<file path="src/rtl/systolic_pkg.sv">
// Shared definitions for the systolic array datapath: drain FSM states and
// width helpers used by the result drain and its capture buffers.
package systolic_pkg;

    typedef enum logic {
        IDLE  = 1'b0,
        DRAIN = 1'b1
    } drain_state_t;

    // A product of two operands needs twice the operand width.
    localparam int RESULT_WIDTH_FACTOR = 2;

    function automatic int result_elem_width(input int data_width);
        return RESULT_WIDTH_FACTOR * data_width;
    endfunction

    // Row index width, never narrower than one bit so a single-row array still
    // has a usable index port.
    function automatic int row_idx_width(input int rows);
        return (rows > 1) ? $clog2(rows) : 1;
    endfunction

endpackage

</file>
<file path="src/rtl/systolic_result_buf.sv">
// Result capture register: stores a whole result matrix on load and presents
// one selected row. Holds no validity of its own; the drain FSM tracks that.
module systolic_result_buf
    import systolic_pkg::*;
#(
    parameter int DATA_WIDTH = 8,
    parameter int ROWS       = 8,
    parameter int COLS       = 8
) (
    input  logic                                               clk,
    input  logic                                               load,
    input  logic [result_elem_width(DATA_WIDTH)*ROWS*COLS-1:0] load_data,
    input  logic [row_idx_width(ROWS)-1:0]                     row_sel,
    output logic [result_elem_width(DATA_WIDTH)*COLS-1:0]      row_data
);

    localparam int ROW_W = result_elem_width(DATA_WIDTH) * COLS;
    localparam int IDX_W = row_idx_width(ROWS);

    logic [ROW_W*ROWS-1:0] data_q;

    // Capture the full matrix; contents are only meaningful while the FSM says so.
    always_ff @(posedge clk) begin
        if (load) begin
            data_q <= load_data;
        end
    end

    // Select the requested row; row 0 sits in the least significant slice.
    always_comb begin
        row_data = '0;
        for (int r = 0; r < ROWS; r++) begin
            if (row_sel == IDX_W'(r)) begin
                row_data = data_q[r*ROW_W +: ROW_W];
            end
        end
    end

endmodule

</file>
<file path="src/rtl/systolic_result_drain.sv">
// Systolic array result drain: captures the flat result bus on the array's
// valid pulse and streams it out one row per valid/ready beat.
// Optional feature macro: SYSTOLIC_DRAIN_DBUF_EN adds a pending buffer so a
// new result can be accepted while the previous one is still draining.
module systolic_result_drain
    import systolic_pkg::*;
#(
    parameter int DATA_WIDTH = 8,
    parameter int ROWS       = 8,
    parameter int COLS       = 8
) (
    input  logic                                               clk,
    input  logic                                               rst,
    input  logic                                               in_valid,
    input  logic [result_elem_width(DATA_WIDTH)*ROWS*COLS-1:0] in_C,
    output logic                                               in_ready,
    output logic                                               out_valid,
    input  logic                                               out_ready,
    output logic [result_elem_width(DATA_WIDTH)*COLS-1:0]      out_data,
    output logic [row_idx_width(ROWS)-1:0]                     out_row,
    output logic                                               out_last,
    output logic                                               busy,
    output logic                                               overflow,
    input  logic                                               clr_ovf
);

    localparam int ROW_IDX_W = row_idx_width(ROWS);
    localparam int ROW_W     = result_elem_width(DATA_WIDTH) * COLS;
    localparam logic [ROW_IDX_W-1:0] LAST_ROW = ROW_IDX_W'(ROWS - 1);

    drain_state_t         state, state_n;
    logic [ROW_IDX_W-1:0] row, row_n;
    logic                 main_load;
    logic [ROW_W-1:0]     main_row;

`ifdef SYSTOLIC_DRAIN_DBUF_EN
    // Two buffers in ping-pong: cur_sel names the one being drained, the other
    // is the pending slot. Promoting pending to main is just a flip of cur_sel.
    logic             cur_sel, cur_sel_n;
    logic             pend_full, pend_full_n;
    logic             pend_load;
    logic             load_a, load_b;
    logic [ROW_W-1:0] row_a, row_b;

    assign load_a = (main_load && !cur_sel) || (pend_load && cur_sel);
    assign load_b = (main_load && cur_sel)  || (pend_load && !cur_sel);

    systolic_result_buf #(.DATA_WIDTH(DATA_WIDTH), .ROWS(ROWS), .COLS(COLS)) u_buf_a (
        .clk       (clk),
        .load      (load_a),
        .load_data (in_C),
        .row_sel   (row),
        .row_data  (row_a)
    );

    systolic_result_buf #(.DATA_WIDTH(DATA_WIDTH), .ROWS(ROWS), .COLS(COLS)) u_buf_b (
        .clk       (clk),
        .load      (load_b),
        .load_data (in_C),
        .row_sel   (row),
        .row_data  (row_b)
    );

    assign main_row = cur_sel ? row_b : row_a;
    assign in_ready = (state == IDLE) || !pend_full;
    assign busy     = (state == DRAIN) || pend_full;
`else
    systolic_result_buf #(.DATA_WIDTH(DATA_WIDTH), .ROWS(ROWS), .COLS(COLS)) u_buf_main (
        .clk       (clk),
        .load      (main_load),
        .load_data (in_C),
        .row_sel   (row),
        .row_data  (main_row)
    );

    assign in_ready = (state == IDLE);
    assign busy     = (state == DRAIN);
`endif

    assign out_row  = row;
    assign out_last = out_valid && (row == LAST_ROW);
    assign out_data = out_valid ? main_row : '0;

    // State, row counter and buffer bookkeeping registers.
    always_ff @(posedge clk) begin
        if (rst) begin
            state     <= IDLE;
            row       <= '0;
`ifdef SYSTOLIC_DRAIN_DBUF_EN
            cur_sel   <= 1'b0;
            pend_full <= 1'b0;
`endif
        end else begin
            state     <= state_n;
            row       <= row_n;
`ifdef SYSTOLIC_DRAIN_DBUF_EN
            cur_sel   <= cur_sel_n;
            pend_full <= pend_full_n;
`endif
        end
    end

    // Next-state logic: capture in IDLE, walk the rows in DRAIN, and on the
    // final beat either chain into the next result or fall back to IDLE.
    always_comb begin
        state_n   = state;
        row_n     = row;
        out_valid = 1'b0;
        main_load = 1'b0;
`ifdef SYSTOLIC_DRAIN_DBUF_EN
        cur_sel_n   = cur_sel;
        pend_full_n = pend_full;
        pend_load   = 1'b0;
`endif
        case (state)
            IDLE: begin
                if (in_valid) begin
                    main_load = 1'b1;
                    row_n     = '0;
                    state_n   = DRAIN;
                end
            end
            DRAIN: begin
                out_valid = 1'b1;
                if (out_ready) begin
                    if (row == LAST_ROW) begin
                        row_n = '0;
`ifdef SYSTOLIC_DRAIN_DBUF_EN
                        if (pend_full) begin
                            cur_sel_n   = !cur_sel;
                            pend_full_n = 1'b0;
                        end else if (in_valid) begin
                            main_load = 1'b1;
                        end else begin
                            state_n = IDLE;
                        end
`else
                        state_n = IDLE;
`endif
                    end else begin
                        row_n = row + ROW_IDX_W'(1);
                    end
                end
`ifdef SYSTOLIC_DRAIN_DBUF_EN
                if (in_valid && !pend_full && !(out_ready && (row == LAST_ROW))) begin
                    pend_load   = 1'b1;
                    pend_full_n = 1'b1;
                end
`endif
            end
            default: state_n = IDLE;
        endcase
    end

    // Sticky overflow: a dropped result is recorded and wins over a clear.
    always_ff @(posedge clk) begin
        if (rst) begin
            overflow <= 1'b0;
        end else if (in_valid && !in_ready) begin
            overflow <= 1'b1;
        end else if (clr_ovf) begin
            overflow <= 1'b0;
        end
    end

endmodule

</file>
<file path="config.mk">
export PLATFORM = sky130hd
export DESIGN_NAME = systolic_result_drain
export DESIGN_NICKNAME = d
export VERILOG_FILES = /design/src/rtl/systolic_pkg.sv /design/src/rtl/systolic_result_buf.sv /design/src/rtl/systolic_result_drain.sv
export SDC_FILE = /design/constraint.sdc
export NUM_CORES = 1
export LEC_CHECK = 0
export CELL_PAD_IN_SITES_DETAIL_PLACEMENT = 1
export CELL_PAD_IN_SITES_GLOBAL_PLACEMENT = 1
export CORE_AREA = 2 2 459 461
export CTS_CLUSTER_DIAMETER = 120
export DETAILED_ROUTE_END_ITERATION = 7
export DIE_AREA = 0 0 461 463
export PLACE_DENSITY_LB_ADDON = 0.1
export RECOVER_POWER = 25
export SLEW_MARGIN = 20
export SYNTH_ARGS = -nofsm -noshare
export SYNTH_HDL_FRONTEND = slang
export SYNTH_SLANG_ARGS = --single-unit
</file>
<file path="constraint.sdc">
create_clock -name clk -period 66.8 [get_ports clk]
set_input_delay 13.36 -clock clk [delete_from_list [all_inputs] [get_ports clk]]
set_output_delay 13.36 -clock clk [all_outputs]
set_load 0.01 [all_outputs]
</file>
==> results of run 1 <==
## layout make-up
class / instances / area (sq um) / area share
multi-input cells: 1435 / 10800 / 0.174
diodes: 131 / 328 / 0.00526
inverters: 133 / 504 / 0.00808
clock inverters: 69 / 547 / 0.00877
clock buffers: 173 / 3650 / 0.0585
repair buffers: 1220 / 12100 / 0.195
flip-flops and latches: 1029 / 30900 / 0.495
well taps: 2805 / 3510 / 0.0563
## worst max-delay path, cell delays in order, from the launching register on
cell,delay (ns)
dfxtp_1,0.39
inv_1,0.19
ha_4,0.53
buf_4,0.56
buf_4,0.52
buf_4,0.62
nand3b_1,0.14
a221o_1,0.33
a211oi_2,0.35
clkdlybuf4s50_1,0.61
## cells by family after synthesis
group / count (synthesis)
compound gates: 774
fa+ha+maj: 6
buf+inv: 405
flops: 1029
mux: 1
simple gates: 654
## flip-flops by register name, summed over array words and instances (netlist names)
register,flops
overflow,1
out_row,3
busy,1
u_buf_main.data_q,1024
## stage by stage
step | instances | power, W
floorplan | 2869 | 0.000891
global placement | 6622 | 0.000938
detailed placement | 6622 | 0.000938
CTS | 6864 | 0.00166
global route | 6932 | 0.00169
finish | 6995 | 0.00162
## routing by layer
layer | vias to the layer above | share of wire
met3 | 580 | 0.11
met5 | - | 0.0054
li1 | 13811 | -
met4 | 188 | 0.039
met2 | 1318 | 0.48
met1 | 15853 | 0.37
## worst paths after layout
path,from,endpoint,cells past startpoint
min,overflow$_SDFFE_PP0P_,overflow$_SDFFE_PP0P_,2
max reg2reg,busy$_SDFF_PP0_,u_buf_main.data_q[824]$_DFFE_PP_,5
max,out_row[0]$_SDFFE_PP0P_,out_data[43],9
min reg2reg,overflow$_SDFFE_PP0P_,overflow$_SDFFE_PP0P_,2
## synth_stat cells, types with 2 or more instances
master	number	area share
a211oi_1	8	0.0014
buf_6	18	0.0047
buf_1	10	0.00087
dfxtp_1	5	0.0023
clkbuf_1	173	0.015
nor3b_1	128	0.022
nor2_1	2	0.00017
inv_1	132	0.011
ha_1	6	0.0017
a21oi_1	132	0.015
a32o_1	128	0.030
o21ai_0	128	0.015
buf_2	64	0.0074
edfxtp_1	1024	0.71
nor3_1	128	0.015
a221o_1	128	0.030
o311a_1	128	0.030
nor2b_1	130	0.019
a211oi_2	120	0.035
nand2_1	133	0.012
nand3b_1	128	0.022
buf_4	7	0.0012
## power by group
group / switching [W] / leakage (nW) / internal, W / total [W]
logic: 0.0000690 / 8.94 / 0.0000779 / 0.000147
registers: 0.0000137 / 9.79 / 0.000755 / 0.000768
clock network: 0.000297 / 2.04 / 0.000412 / 0.000709
total: 0.000380 / 20.8 / 0.00124 / 0.00162
==> metrics.md, run 1 <==
| Metric | Value |
|---|---|
| Worst rel slew slack | 0.260 |
| Slew Viols, Final | 0 |
| Final core utilization | 0.299 |
| RSZ-0062 raised after global routing | no |
| GRT met2 Usage | 0.316 |
| Total GRT Usage | 0.190 |
| Max Clk Rate | 54.1 MHz |
| R2R Setup Slk | 62.38 ns |
| DRT antenna net count | 0 |
| Hold-fix buffers, CTS | 0 |
| Critical Path Source Type | flip-flop |
| Top Usage Layer GRT | met2 |
| Cell area after placement | 0.0579 sq mm |
| Final WL | 210 mm |
| Netlist Area Pre-Place | 0.0433 sq mm |
| Clk root buf | clkbuf_16 |
| Fillers | 22,198 |
| Commonest non-fill, non-tap cells in the layout | edfxtp_1, clkdlybuf4s50_1, dlygate4sd3_1 |
| Via density per instance | 4.54 |
| Largest net degree at the start of global routing | 161 |
| Setup Skew | 0.0246 ns |
| Starting Density | 0.208 |
| Post-Synthesis Cells | 2,869 |
| Setup TNS | 0 ns |
| GPL Wtd Cong | 0.781 |
| Drt initial violations | 2,161 |
| Final HPWL DP | 147 mm |
| Synth Area in XOR/XNOR | 0 |
| WP data arrival | 5.14 ns |
| Vias in the first global route | 33,057 |
| Die Height | 463 um |
| Gr ovfl total | 0 |
| CTS tree | built |
| Worst VDD drop | 24.0 uV |
| Setup slack at placement | 48.96 ns |
| EDFF count, synth | 1,024 |
| Antenna violations before repair | 333 |
| Netlist cell types | 31 |
| Initial DRT Pass Iterations | 6 |
| CP Class | reg2out |
| Area growth, synth to finish | 43.9% |
| # DRC | 0 |
| Slew @ Worst Pin | 1.11 ns |
| Final instance area | 0.0624 sq mm |
| Clock Tree Buf Depth | 3 |
| I/O pins | 1,165 |
| H-tree levels | 4 |
| Max FO, Critical Path | 43 |
| Sink Count | 1,029 |
| Post-Synth Simple-Gate Area | 0.0904 |
| Final setup violation count | 0 |
| Clk_lat worst skew | 0.77 ns |
| Top_reg_cell synth | edfxtp_1 |
| Post-synthesis adder-cell area fraction | 0.00173 |
| Most common cell after layout, fill and taps aside | edfxtp_1 |
| Routed length per instance | 30.0 um |
| I/O Buffers | 1,164 |
| Clk slew on worst S/H paths | 0.06 ns |
| Hold_ws | 0.486 ns |
| Outcome | finished, final reports clean |
| Setup bufs post-CTS | 0 |
| Nets | 4,990 |
| Number of vias in the routed layout | 31,750 |
| PwrDens | 26.0 mW/mm^2 |
| First-pass GRT wire length | 279 mm |
| DIE WIDTH | 461 um |
| Yosys warns | 0 |
| Worst hold path type | reg2reg |
| Die area | 0.213 sq mm |
| Compound-Gate Fraction of Synth Area | 0.155 |
| PostCTS Resize Cnt | 0 |
| Met3 Usage GRT | 0.0815 |
| Leakage | 20.8 nW |
| CP Capture Type | output port |
| Met1 Use GR | 0.210 |
| Final period utilization | 0.277 |
| Syn avg cell area | 15.1 sq um |
| Minimum clock period | 18.50 ns |
| Register bit total from synthesis | 1,029 |
| Crit path required time | 53.44 ns |
| Async SR Flop Fraction | 0 |
| Layout cells sized above 1 | 0.0909 |
| Sequential area share after synthesis | 0.712 |
| Post-route worst setup slack | 48.30 ns |
| Num CTS Buffers | 136 |
| Final Hold Viols | 0 |
| Maxcap violations | 0 |
| Syn Nets | 3,904 |
| Total core area | 0.209 sq mm |
| Mux share of post-synthesis cell area | 0.000231 |
| Placement Rows | 168 |
| Main combinational cell family by area after synthesis | compound AO/OA/AOI/OAI gates |
Power figures use the tool's default switching activity.
==> run 2, diff against run 1 <==
- clock period: 66.8 -> 19 ns (I/O delays scaled with it)
==> metrics.md, run 2 (synthesized netlist as in run 1, its figures left out) <==
| Metric | Value |
|---|---|
| Outcome | finished, final reports clean (unchanged) |
| Min-delay src | overflow$_SDFFE_PP0P_ (unchanged) |
| Final instance area | 0.0624 sq mm (about the same) |
| Worst path bufs/invs | 4 (was 5) |
| Final setup violation count | 0 (unchanged) |
| CP Capture Type | output port (unchanged) |
| Max Clk Rate | 110 MHz |
| Most flop-heavy register | u_buf_main.data_q (unchanged) |
| Die area | 0.213 sq mm (unchanged) |
| CTS tree | built (unchanged) |
| Hold depth | 2 (unchanged) |
| Via density per instance | 4.54 (about the same) |
| Final Instance Count excl. Fillers | 6,977 (was 6,995) |
| Total power draw | 0.00575 W (was 0.00162 W) |
| Fillers | 22,142 (was 22,198) |
| Worst hold path type | reg2reg (unchanged) |
| # DRC | 0 (unchanged) |
| CP Class | reg2out (unchanged) |
| Die Height | 463 um (unchanged) |
| Final HPWL DP | 149 mm (was 147 mm) |
| Worst r2r src | busy$_SDFF_PP0_ (unchanged) |
| Slew Viols, Final | 0 (unchanged) |
| Cell repeated most along the worst path | buf_4 (unchanged) |
| Area growth, synth to finish | 43.9% (about the same) |
| Final WL | 212 mm (was 210 mm) |
| Gr ovfl total | 0 (unchanged) |
| Placement Rows | 168 (unchanged) |
| Clk root buf | clkbuf_16 (unchanged) |
| R2R depth | 5 (unchanged) |
| Most common cell after layout, fill and taps aside | edfxtp_1 (unchanged) |
| Routed length per instance | 30.3 um (was 30.0 um) |
| Sink Count | 1,029 (unchanged) |
| Setup bufs post-CTS | 0 (unchanged) |
| Layout cells sized above 1 | 0.0905 (was 0.0909) |
| Final Hold Viols | 0 (unchanged) |
| Hold-fix buffers, CTS | 0 (unchanged) |
| H-tree levels | 4 (unchanged) |
| I/O Buffers | 1,164 (unchanged) |
| WP data arrival | 5.28 ns (was 5.14 ns) |
| Critical-path cell list | buf_4 > buf_4 > o21a_4 > buf_4 > nor3_1 > a211oi_2 > clkdlybuf4s50_1 (was inv_1 > ha_4 > buf_4 > buf_4 > buf_4 > nand3b_1 > a221o_1 > a211oi_2 > clkdlybuf4s50_1) |
| Hold endpoint | overflow$_SDFFE_PP0P_ (unchanged) |
| Clk slew on worst S/H paths | 0.05 ns (was 0.06 ns) |
| Maxcap violations | 0 (unchanged) |
| I/O pins | 1,165 (unchanged) |
| Worst rel slew slack | 0.246 (was 0.260) |
| Nets | 4,985 (was 4,990) |
| Worst path slowest cell | buf_4 (unchanged) |
| Final period utilization | 0.478 |
| Num CTS Buffers | 138 (was 136) |
| Slew @ Worst Pin | 1.13 ns (was 1.11 ns) |
| R2R Setup Slk | 14.71 ns (was 62.38 ns) |
| Number of vias in the routed layout | 31,699 (was 31,750) |
| Initial DRT Pass Iterations | 5 (was 6) |
| Total core area | 0.209 sq mm (unchanged) |
| Clock Tree Buf Depth | 3 (unchanged) |
| Hold_ws | 0.474 ns (was 0.486 ns) |
| Antenna violations before repair | 339 (was 333) |
| Crit Reg-Reg Endpoint | u_buf_main.data_q[854]$_DFFE_PP_ (was u_buf_main.data_q[824]$_DFFE_PP_) |
| Worst VDD drop | 79.6 uV (was 24.0 uV) |
| Crit path required time | 15.20 ns (was 53.44 ns) |
| Leakage | 20.8 nW (about the same) |
| Starting Density | 0.208 (unchanged) |
| DRT antenna net count | 0 (unchanged) |
| Total GRT Usage | 0.191 (was 0.190) |
| Drt initial violations | 1,980 (was 2,161) |
| RSZ-0062 raised after global routing | no (unchanged) |
| Critical Path Source Type | flip-flop (unchanged) |
| GPL Wtd Cong | 0.797 (was 0.781) |
| Multi-input gate area | 0.0108 sq mm (about the same) |
| Max FO, Critical Path | 52 (was 43) |
| # placed instances | 6,615 (was 6,622) |
| Clk_lat worst skew | 0.77 ns (about the same) |
| Cell area after placement | 0.0578 sq mm (was 0.0579 sq mm) |
| Setup Skew | 0.0348 ns (was 0.0246 ns) |
| Setup TNS | 0 ns (unchanged) |
| Crit path max-delay family | buffers and inverters (unchanged) |
| DIE WIDTH | 461 um (unchanged) |
| First-pass GRT wire length | 282 mm (was 279 mm) |
| FF/Latch Area | 0.0309 sq mm (unchanged) |
| Minimum clock period | 9.08 ns |
| Vias in the first global route | 33,014 (was 33,057) |
| PwrDens | 92.1 mW/mm^2 (was 26.0 mW/mm^2) |
| PostCTS Resize Cnt | 0 (unchanged) |
| Largest net degree at the start of global routing | 168 (was 161) |
| Commonest non-fill, non-tap cells in the layout | edfxtp_1, clkdlybuf4s50_1, dlygate4sd3_1 (unchanged) |
| Largest register FFs | 1,024 (unchanged) |
| Worst path max stage delay | 0.74 ns (was 0.62 ns) |
## run 2: changes by cell type in the layout (fill, tap and decap cells not counted), moves of 3 or more
cell | before | now
clkinvlp_4 | 4 | 1
nor3b_2 | 4 | 0
clkinv_2 | 14 | 21
clkinv_1 | 35 | 26
diode_2 | 131 | 117
inv_6 | 6 | 9
nor3b_1 | 124 | 128
buf_4 | 50 | 41
## run 2: through the flow
stage / setup slack, ns / utilization
floorplan: -0.512 / -
global placement: 10.45 / 0.277
detailed placement: 10.57 / 0.277
CTS: 9.71 / 0.298
global route: 9.57 / 0.298
finish: 9.92 / 0.299
## run 2: per-layer routing
metal	wire length, um	vias up	part of all wire	track usage
met2	106000	1368	0.50	0.334
met5	1190	-	0.0056	0
met1	77400	15781	0.37	0.206
li1	-	13758	-	-
met4	6050	196	0.029	0.0559
met3	21600	596	0.10	0.0866
## run 2: worst register-to-register path, cell delays in order (launching register included)
cell     delay (ns)
dfxtp_4        0.46
nor2b_4        0.19
buf_4          0.53
buf_4          0.81
buf_4          0.86
buf_4          0.97
## run 2: area by class of cell
cell class                      count  area share
Inverter                          133     0.00808
Timing Repair Buffer             1213       0.194
Tap cell                         2805      0.0563
Antenna cell                      117     0.00469
Clock inverter                     70      0.0101
Clock buffer                      175      0.0586
Multi-Input combinational cell   1435       0.173
Sequential cell                  1029       0.495
## run 2: worst max path at each step
stage | startpoint | slack (ns) | end | depth (start not counted)
floorplan | in_valid | -0.51 | u_buf_main.data_q[0]$_DFFE_PP_ | 1
global placement | out_row[0]$_SDFFE_PP0P_ | 10.45 | out_data[22] | 8
detailed placement | out_row[2]$_SDFFE_PP0P_ | 10.57 | out_data[43] | 8
CTS | out_row[2]$_SDFFE_PP0P_ | 9.71 | out_data[72] | 7
global route | out_row[1]$_SDFFE_PP0P_ | 9.57 | out_data[58] | 8
finish | out_row[2]$_SDFFE_PP0P_ | 9.92 | out_data[72] | 7
## run 2: power breakdown
| part | total [W] | internal (W) | switching [W] |
|---|---|---|---|
| combinational | 0.000517 | 0.000273 | 0.000243 |
| sequential | 0.00270 | 0.00265 | 0.0000439 |
| clock | 0.00253 | 0.00146 | 0.00107 |
| total | 0.00575 | 0.00439 | 0.00136 |
